<file path="config.mk">
export PLATFORM = sky130hd
export DESIGN_NAME = alu_stage
export DESIGN_NICKNAME = d
export VERILOG_FILES = /design/src/rtl/alu_stage_pkg.sv /design/src/rtl/alu_addsub.sv /design/src/rtl/alu_stage.sv
export SDC_FILE = /design/constraint.sdc
export NUM_CORES = 1
export LEC_CHECK = 0
export CAP_MARGIN = 10
export CORE_MARGIN = 5
export CORE_UTILIZATION = 45
export DETAILED_ROUTE_END_ITERATION = 12
export PLACE_DENSITY = 0.74
export SYNTH_ARGS = -nofsm -noshare
export SYNTH_HDL_FRONTEND = slang
export SYNTH_HIERARCHICAL = 1
export SYNTH_SLANG_ARGS = --single-unit
</file>
<file path="constraint.sdc">
create_clock -name MainClock -period 3.8 [get_ports MainClock]
set_input_delay 0.76 -clock MainClock [delete_from_list [all_inputs] [get_ports MainClock]]
set_output_delay 0.76 -clock MainClock [all_outputs]
set_load 0.01 [all_outputs]
</file>
<file path="src/rtl/alu_stage_pkg.sv">
// alu_stage_pkg: shared width default, FSM state type and op encoding for the ALU stage
package alu_stage_pkg;

    localparam int ALU_WIDTH = 4;

    localparam logic OP_ADD = 1'b0;
    localparam logic OP_SUB = 1'b1;

    // OUT owns its own bit so strobes decoded from it never see a multi-bit transition
    typedef enum logic [1:0] {
        IDLE = 2'b00,
        EXEC = 2'b01,
        OUT  = 2'b10
    } aluState_e;

endpackage

</file>
<file path="src/rtl/alu_addsub.sv">
// alu_addsub: combinational WIDTH-bit add/subtract with carry-out (subtract carry = no borrow)
module alu_addsub
    import alu_stage_pkg::*;
#(
    parameter int WIDTH = ALU_WIDTH
) (
    input  logic [WIDTH-1:0] opA,
    input  logic [WIDTH-1:0] opB,
    input  logic             op,
    output logic [WIDTH-1:0] sum,
    output logic             carryOut
);

    logic             isSub;
    logic [WIDTH-1:0] opBEff;

    // subtract is A + ~B with the +1 entering as carry-in; carry is bit WIDTH of the sum
    always_comb begin
        isSub             = (op == OP_SUB);
        opBEff            = isSub ? ~opB : opB;
        {carryOut, sum}   = {1'b0, opA} + {1'b0, opBEff} + {{WIDTH{1'b0}}, isSub};
    end

endmodule

</file>
<file path="src/rtl/alu_stage.sv">
// alu_stage: three-state (IDLE/EXEC/OUT) add/subtract stage driving a shared bus and write-back strobe
module alu_stage
    import alu_stage_pkg::*;
#(
    parameter int WIDTH = ALU_WIDTH
) (
    input  logic             MainClock,
    input  logic             ClearB,
    input  logic [WIDTH-1:0] AluA,
    input  logic [WIDTH-1:0] AluB,
    input  logic             Sub,
    input  logic             Start,
    output logic             Busy,
    output logic             Done,
    output logic             EnableOut,
    output logic [WIDTH-1:0] BusOut,
    output logic             LatchA,
    output logic [WIDTH-1:0] Result,
    output logic             CarryFlag,
    output logic             ZeroFlag
);

    aluState_e        state;
    aluState_e        nextState;
    logic [WIDTH-1:0] opA;
    logic [WIDTH-1:0] opB;
    logic             opSub;
    logic [WIDTH-1:0] aluSum;
    logic             aluCarry;
    logic             busyReg;
    logic             outReg;
    logic [WIDTH-1:0] busReg;
    logic [WIDTH-1:0] resultReg;
    logic             carryReg;
    logic             zeroReg;

    alu_addsub #(.WIDTH(WIDTH)) addSub (
        .opA      (opA),
        .opB      (opB),
        .op       (opSub),
        .sum      (aluSum),
        .carryOut (aluCarry)
    );

    // state register
    always_ff @(posedge MainClock or negedge ClearB) begin
        if (!ClearB) begin
            state <= IDLE;
        end else begin
            state <= nextState;
        end
    end

    // next state: Start only matters in IDLE; EXEC and OUT advance unconditionally
    always_comb begin
        nextState = IDLE;
        nextState = (state == IDLE) ? (Start ? EXEC : IDLE) :
                    (state == EXEC) ? OUT : IDLE;
    end

    // operand capture on the accepting edge, so later input changes cannot disturb the op
    always_ff @(posedge MainClock or negedge ClearB) begin
        if (!ClearB) begin
            opA   <= '0;
            opB   <= '0;
            opSub <= OP_ADD;
        end else if (state == IDLE && Start) begin
            opA   <= AluA;
            opB   <= AluB;
            opSub <= Sub;
        end
    end

    // result and flags load on the EXEC-to-OUT edge and hold otherwise
    always_ff @(posedge MainClock or negedge ClearB) begin
        if (!ClearB) begin
            resultReg <= '0;
            carryReg  <= 1'b0;
            zeroReg   <= 1'b0;
        end else if (state == EXEC) begin
            resultReg <= aluSum;
            carryReg  <= aluCarry;
            zeroReg   <= (aluSum == '0);
        end
    end

    // handshake strobes and bus value registered from next state so they come straight off flops
    always_ff @(posedge MainClock or negedge ClearB) begin
        if (!ClearB) begin
            busyReg <= 1'b0;
            outReg  <= 1'b0;
            busReg  <= '0;
        end else begin
            busyReg <= (nextState != IDLE);
            outReg  <= (nextState == OUT);
            busReg  <= (nextState == OUT) ? aluSum : '0;
        end
    end

    assign Busy      = busyReg;
    assign Done      = outReg;
    assign EnableOut = outReg;
    assign LatchA    = outReg;
    assign BusOut    = busReg;
    assign Result    = resultReg;
    assign CarryFlag = carryReg;
    assign ZeroFlag  = zeroReg;

endmodule

</file>
[After elaboration in Yosys (flattened, before gate mapping)]
Index checks and enable logic that the tools add are counted.
Widths: inputs -> output; s select.
Storage, ports and cells
  memories kept: 0
  memory bits (read-only): 0
  register bits: 23
  bits in writable memories: 0
  bits in latches: 0
  output and inout bits: 14
Operators by class
  divide/modulo/power cells: 0
  magnitude comparators: 0
  bitwise operators: 1
  add/subtract/negate cells: 2
  multiply operators: 0
  reduce and logical (&&, ||, !) cells: 4
  mux-type cells: 5
  equal/unequal tests: 2
  shift-type cells: 0
Operator list (count)
  $mux 4: 2
  $add 4x4->5: 1
  $add 5x1->5: 1
  $logic_not 4->1: 1
  $mux 2: 2
  $not 4->4: 1
  $eq 2x1->1 const B: 1
  $eq 2x2->1 const B: 1
  $logic_not 2->1: 1
  $reduce_bool 2->1: 1
  $logic_and 1x1->1: 1
  $mux 1: 1

[Longest topological paths before layout]
Gate-level depths: netlist of run 1.
  depth after elaboration: 5
  mapped depth: 7
  depth with buffers taken out: 7

[Modules after synthesis]
The synthesis of run 1 kept the hierarchy.
Modules (own cells, without submodules)
  alu_stage: area each 855.8 um^2, cells an instance 50, instances 1
  alu_addsub: area each 186.4 um^2, cells an instance 20, instances 1

[Least setup slack after synthesis of run 1]
OpenSTA, ideal clock, no wires.
  path type: reg-to-reg
  start: register opSub
  end: register zeroReg, in the netlist ZeroFlag
  stages on the path, launching flop included: 8
  data arrival time: 1.919 ns
  setup time: 0.125 ns
  clock period less this slack: 2.044 ns
  setup slack: 1.756 ns
  cells stage by stage: dfrtp_1 xor2_1 ha_1 clkinvlp_2 or4_1 nand3_1 nor4_1 mux2_2
Between the ends
  word-level cells in the longest chain between the ends: 4
Ends and longest elaborated chain
  from (decl): line alu_stage.sv:27  | logic opSub;
  from (signal assigned): line alu_stage.sv:70  | opSub <= Sub;
  $mux 4: line alu_addsub.sv:20  | opBEff = isSub ? ~opB : opB;
  $add 4x4->5: line alu_addsub.sv:21  | {carryOut, sum} = {1'b0, opA} + {1'b0, opBEff} + {{WIDTH{1'b0}}, isSub};
  $add 5x1->5 (*): line alu_addsub.sv:21
  named net aluSum[3]: line alu_stage.sv:28  | logic [WIDTH-1:0] aluSum;
  $logic_not 4->1 (*): line alu_stage.sv:83  | zeroReg <= (aluSum == '0);
  to (signal assigned): line alu_stage.sv:83
  to (decl): line alu_stage.sv:35  | logic zeroReg;
The timed path passes the listed nets; every way through them passes the cells marked *.
A chain may end at the register's enable or synchronous reset.

[Worst setup path in the final report of run 1]
  start: input port Start
  end: register opA[1]
Between the ends
  word-level cells in the longest chain between the ends: 1
Ends and longest elaborated chain
  from (decl): line alu_stage.sv:12  | input logic Start,
  $logic_and 1x1->1: line alu_stage.sv:67  | end else if (state == IDLE && Start) begin
  to (signal assigned): line alu_stage.sv:68  | opA <= AluA;
  to (decl): line alu_stage.sv:25  | logic [WIDTH-1:0] opA;
No other way between the ends.

==> results of run 1 <==
==> through the flow <==
step / cells / worst slack (ns) / area, sq um / hold WS, ns / total power [mW]
floorplan: 70 / 1.76 / 1040 / 0.464 / 0.649
global placement: 119 / 1.27 / 1290 / 0.490 / 0.800
detailed placement: 119 / 1.20 / 1290 / 0.499 / 0.815
CTS: 122 / 1.55 / 1310 / 0.526 / 0.916
global route: 122 / 1.44 / 1310 / 0.544 / 0.975
finish: 122 / 1.57 / 1310 / 0.521 / 0.902
==> layer usage <==
layer	track usage, %	vias up	wire (um)
met5	0	-	0
met4	3.97	0	19
met3	2.45	2	120
met2	17.9	23	759
met1	13.7	315	671
li1	-	294	-
==> worst max path at each step <==
stage | startpoint | end | slack [ns] | cells past startpoint
finish | Start | opA[1] | 1.57 | 3
global route | opSub | ZeroFlag | 1.44 | 7
CTS | Start | opA[1] | 1.55 | 3
detailed placement | Start | opA[1] | 1.20 | 3
global placement | Start | opA[3] | 1.27 | 3
floorplan | opSub | ZeroFlag | 1.76 | 7
==> cell usage after synthesis <==
cell type	n
and3b_1	1
nand3_1	1
buf_6	2
mux2_4	10
nor3b_1	1
nor3b_2	1
and2_1	4
a21oi_1	1
nor2b_4	1
fa_1	1
nor4b_1	1
xor2_1	5
o21bai_1	1
ha_1	3
nor4_1	1
a2111oi_0	1
dfrtp_1	22
or4_1	1
nor2_1	2
nand4_1	1
clkinvlp_2	1
mux2_2	6
buf_4	2
==> logic make-up after synthesis <==
group | Yosys count
adder cells (fa/ha/maj) | 4
XOR/XNOR | 5
buffers and inverters | 5
flip-flops | 22
AND/OR/NAND/NOR | 15
multiplexers | 16
AO/OA/AOI/OAI | 3
==> cell type report <==
cell class,instances,area (sq um),area share (%)
repair buffers,25,250,19.1
well taps,28,35.0,2.67
flip-flops and latches,22,551,41.9
multi-input cells,43,449,34.2
clock buffers,3,22.5,1.72
inverters,1,5.00,0.381
==> sequential cells by signal, summed over array words and instances (netlist names) <==
name	flops
CarryFlag	1
BusOut	4
state	1
opSub	1
Result	4
Busy	1
opB	4
ZeroFlag	1
opA	4
Done	1
==> worst register-to-register path, stage by stage (launching register included) <==
cell and delay (ns):
dfrtp_1 0.46, xor2_1 0.17, ha_1 0.34, clkinvlp_2 0.17, or4_1 0.52, nand3_1 0.13, nor4_1 0.06, mux2_2 0.26
==> power breakdown <==
part / switching, mW / internal, mW / leakage, nW
clock: 0.0635 / 0.0369 / 0.0138
sequential: 0.0469 / 0.309 / 0.269
combinational: 0.185 / 0.261 / 0.294
total: 0.295 / 0.607 / 0.577
==> out/qor.yml, run 1 <==
required_ns: 4.00
syn_avg_cell_area_sq_um: 14.9
synthesis.nets: 86
crit_chain: "clkdlybuf4s50_1 -> nor3b_2 -> mux2_4"
route.detailed.drc: 0
layout_common_cells: "clkdlybuf4s50_1 (25), dfrtp_1 (22), mux2_4 (10)"
outcome: "completed"
reg2reg_slack_ns: 1.59
drt-initial-drc-count: 4
worstSetupEndpointType: "register"
setup_viol: 0
routed_wirelength_um: 1570
io-pin-count: 26
critPathTopFamily: "simple AND/OR/NAND/NOR gates"
cp_slowest_cell: "nor3b_2"
powerDensity_nw_per_um2: 687
hold_buffers: 0
layout_commonest_cell: "clkdlybuf4s50_1"
drive_above_1_share_pct: 23.4
grt_max_degree: 23
r2r_cells: 7
synth-simple-area-share_pct: 10.4
numCtsBuffers: 3
grt_setup_unrepaired: "false"
ys_ff_latch: 22
cts-htree-levels: 1
grt_pass1_vias: 650
leakage_nw: 0.577
dieArea_sq_um: 3380
clk-insertion-delay-late_ns: 0.30
syn_inst: 70
nFillCells: 188
tightest_slew_ns: 1.03
post-route-util_pct: 59.3
dieHeight_um: 58.1
min_from: "Result[3]"
max_stage_delay_ns: 0.83
gp_congestion: 0.770
synthToLayoutAreaGrowth_pct: 25.9
cts_buffer_depth: 2
synth_warnings: 6
synthXorXnorAreaFrac_pct: 4.20
synthAdderAreaFrac_pct: 5.52
layout_worst_path_cycle_share_pct: 58.6
hold_viol: 0
routedWlPerCell_um: 12.9
vias: 634
firstDrtPassIters: 2
worstReg2RegEnd: "ZeroFlag"
synth_area_leaders: "dfrtp_1 (53%), mux2_4 (14%), mux2_2 (6.5%)"
ys_seq_area_share_pct: 52.8
hold_path_class: "register to register"
crit_type: "input port to register"
fp-row-count: 17
syn_area_sq_um: 1040
slew_headroom_pct: 31.1
grt_pass1_wl_um: 2820
antenna_left: 0
fin_skew_ns: 0.00639
grt_antenna_before_repair: 0
grt_usage_pct: 10.8
cp_max_fo: 10
coreArea_sq_um: 2210
viasPerCell: 5.20
initial_core_util_pct: 47.1
final_nets: 112
cts.sinks: 22
antenna_cells: 0
whs_endpoint: "Result[3]"
portBuffers: 25
netlist.top_cell.by_area: "dfrtp_1"
max_freq_mhz: 449
tns_ns: 0
overflow: 0
arrival_ns: 2.42
start_kind: "input port"
regToRegStartpoint: "opSub"
yosysTopAreaCellShare_pct: 52.8
fin_crit_ns: 2.23
peakVddDrop_mv: 0.296
synth_top_family_by_area: "multiplexers"
cts_resized: 0
clkTransAtPathRegs_ns: 0.11
synth_compound_area_share_pct: 2.04
synthMuxAreaShare_pct: 20.9
synthDistinctLibCells: 23
cts_root_buffer: "clkbuf_4"
hold_path_depth: 1
postCtsSetupRepairBufs: 0
path_buf_inv: 1
slew_viol_final: 0
cts_tree: "built"
cap_violations: 0
die_w_um: 58.1
Note: power is estimated with default switching activity, not from simulation.
==> run 2: changes to the inputs <==
--- a/config.mk
+++ b/config.mk
@@ -7,7 +7,7 @@
 export LEC_CHECK = 0
 export CAP_MARGIN = 10
 export CORE_MARGIN = 5
-export CORE_UTILIZATION = 45
+export CORE_UTILIZATION = 43
 export DETAILED_ROUTE_END_ITERATION = 12
 export PLACE_DENSITY = 0.74
 export SYNTH_ARGS = -nofsm -noshare
==> constraint.sdc (replaced) <==
create_clock -name MainClock -period 2 [get_ports MainClock]
set_input_delay 0.4 -clock MainClock [delete_from_list [all_inputs] [get_ports MainClock]]
set_output_delay 0.4 -clock MainClock [all_outputs]
set_load 0.01 [all_outputs]
==> run 2 against run 1 <==
  * The run now ends with negative setup slack left
  * Total power up 120%
  * Setup slack worse by 1.7 ns
  * Non-clock buffer count up 8
  * Cell area up 7.4%
  * Combinational power up 140%
  * Critical endpoint is now Result[3]
  * Largest power group unchanged
  * Highest routed layer unchanged
==> out/qor.yml, run 2 (same netlist as run 1, synthesis figures left out) <==
slew_headroom_pct: 62.7
clockPowerShare_pct: 10.1
layout_worst_path_cycle_share_pct: 104
post-route-util_pct: 62.5
grt_pass1_wl_um: 2970
power_frac_comb_pct: 55.1
hold_buffers: 0
peakVddDrop_mv: 0.700
start_kind: "register"
cap_violations: 0
crit_chain: "xor2_1 -> ha_1 -> and3b_1 -> a2111oi_4 -> nand3_2 -> mux2_2"
max_stage_delay_ns: 0.46
required_ns: 2.20
dieHeight_um: 59.2
final_nets: 120
fp-row-count: 17
cts_tree: "built"
leakage_nw: 0.624
met3_length_um: 146
viasPerCell: 5.14
routed_wirelength_um: 1810
grt_setup_unrepaired: "true"
postCtsSetupRepairBufs: 0
setup_viol: 2
initial_core_util_pct: 46.2
place_area_sq_um: 1360
power_frac_seq_pct: 34.8
max_freq_mhz: 481
cp_slowest_cell: "dfrtp_2"
fin_skew_ns: 0.0107
grt_pass1_vias: 699
grt_usage_pct: 11.6
synthToLayoutAreaGrowth_pct: 35.3
fin_crit_ns: 2.08
routedWlPerCell_um: 13.9
portBuffers: 25
cp_max_fo: 5
io-pin-count: 26
wl_met1_um: 680
coreArea_sq_um: 2250
overflow: 0
fin_cells: 130
antenna_cells: 0
hold_path_class: "input port to asynchronous set/reset pin"
route.detailed.drc: 0
outcome: "finished, violations left"
drt-initial-drc-count: 10
cts-htree-levels: 1
hold_viol: 0
cts_root_buffer: "clkbuf_4"
gp_congestion: 0.697
hpwl_um: 1420
antenna_left: 0
stdcell_area_sq_um: 1410
powerDensity_nw_per_um2: 1380
layout_commonest_cell: "clkdlybuf4s50_1"
dieArea_sq_um: 3510
clkTransAtPathRegs_ns: 0.12
power.switching_mw: 0.662
clk-insertion-delay-late_ns: 0.31
firstDrtPassIters: 2
highest_layer: "met4"
internal_power_mw: 1.29
worstSetupEndpointType: "register"
hold_ws_ns: 0.417
grt_max_degree: 23
violations: "negative setup slack"
crit_type: "register to register"
layout_common_cells: "clkdlybuf4s50_1 (25), dfrtp_1 (21), mux2_4 (10)"
cts_buffer_depth: 2
vias: 668
drive_above_1_share_pct: 34.3
tns_ns: -0.155
wl_met2_um: 948
swShare_pct: 33.9
cts.sinks: 22
fin_ws_ns: -0.0809
slew_viol_final: 0
tightest_slew_ns: 0.551
grt_antenna_before_repair: 0
dp.cells: 127
die_w_um: 59.2
arrival_ns: 2.28
numCtsBuffers: 3
run 2: per-layer routing:
layer	GRT usage, %	vias to the layer above
li1	-	307
met1	12.5	334
met2	20.0	24
met3	3.05	3
met4	6.80	0
met5	0	-
run 2: final timing paths:
| path | from | endpoint | slack [ns] | cells after the start |
|---|---|---|---|---|
| setup / recovery | opSub | Result[3] | -0.08 | 6 |
| hold / removal | ClearB | Result[1] | 0.42 | 2 |
| setup reg to reg | opSub | Result[3] | -0.08 | 6 |
| hold reg to reg | Result[2] | Result[2] | 0.52 | 1 |
| max in group asynchronous | ClearB | opSub | 1.35 | 2 |
| min in group MainClock | Result[2] | Result[2] | 0.52 | 1 |
run 2: timing repair:
item	in CTS	in global routing
endpoints found under the setup margin	3	3
resized for setup	4	3
pin swaps	2	1
run 2: layout make-up:
class	count	area, sq um
Tap cell	28	35.0
Timing Repair Buffer	33	310
Inverter	1	7.51
Sequential cell	22	552
Fill cell	189	845
Multi-Input combinational cell	43	483
Clock buffer	3	22.5
run 2: power by group through the flow:
stage	combinational [mW]	sequential [mW]	clock, mW
after floorplan	0.526	0.722	0
after global placement	0.931	0.686	0
after detailed placement	0.969	0.691	0
after CTS	1.02	0.683	0.209
after global routing	1.19	0.698	0.220
final	1.08	0.678	0.197
run 2: per-stage QoR:
step	worst slack, ns	power, mW
after floorplan	-0.00182	1.25
after global placement	-0.106	1.62
after detailed placement	-0.146	1.66
after CTS	-0.0698	1.92
after global routing	-0.210	2.10
final	-0.0809	1.95
run 2: worst max-delay path: cells and delay by family (launching register included):
kind | cells | cell delay, ns
AO/OA/AOI/OAI | 1 | 0.35
XOR/XNOR | 1 | 0.15
adder cells (fa/ha/maj) | 1 | 0.36
flip-flops | 1 | 0.46
multiplexers | 1 | 0.27
AND/OR/NAND/NOR | 2 | 0.37
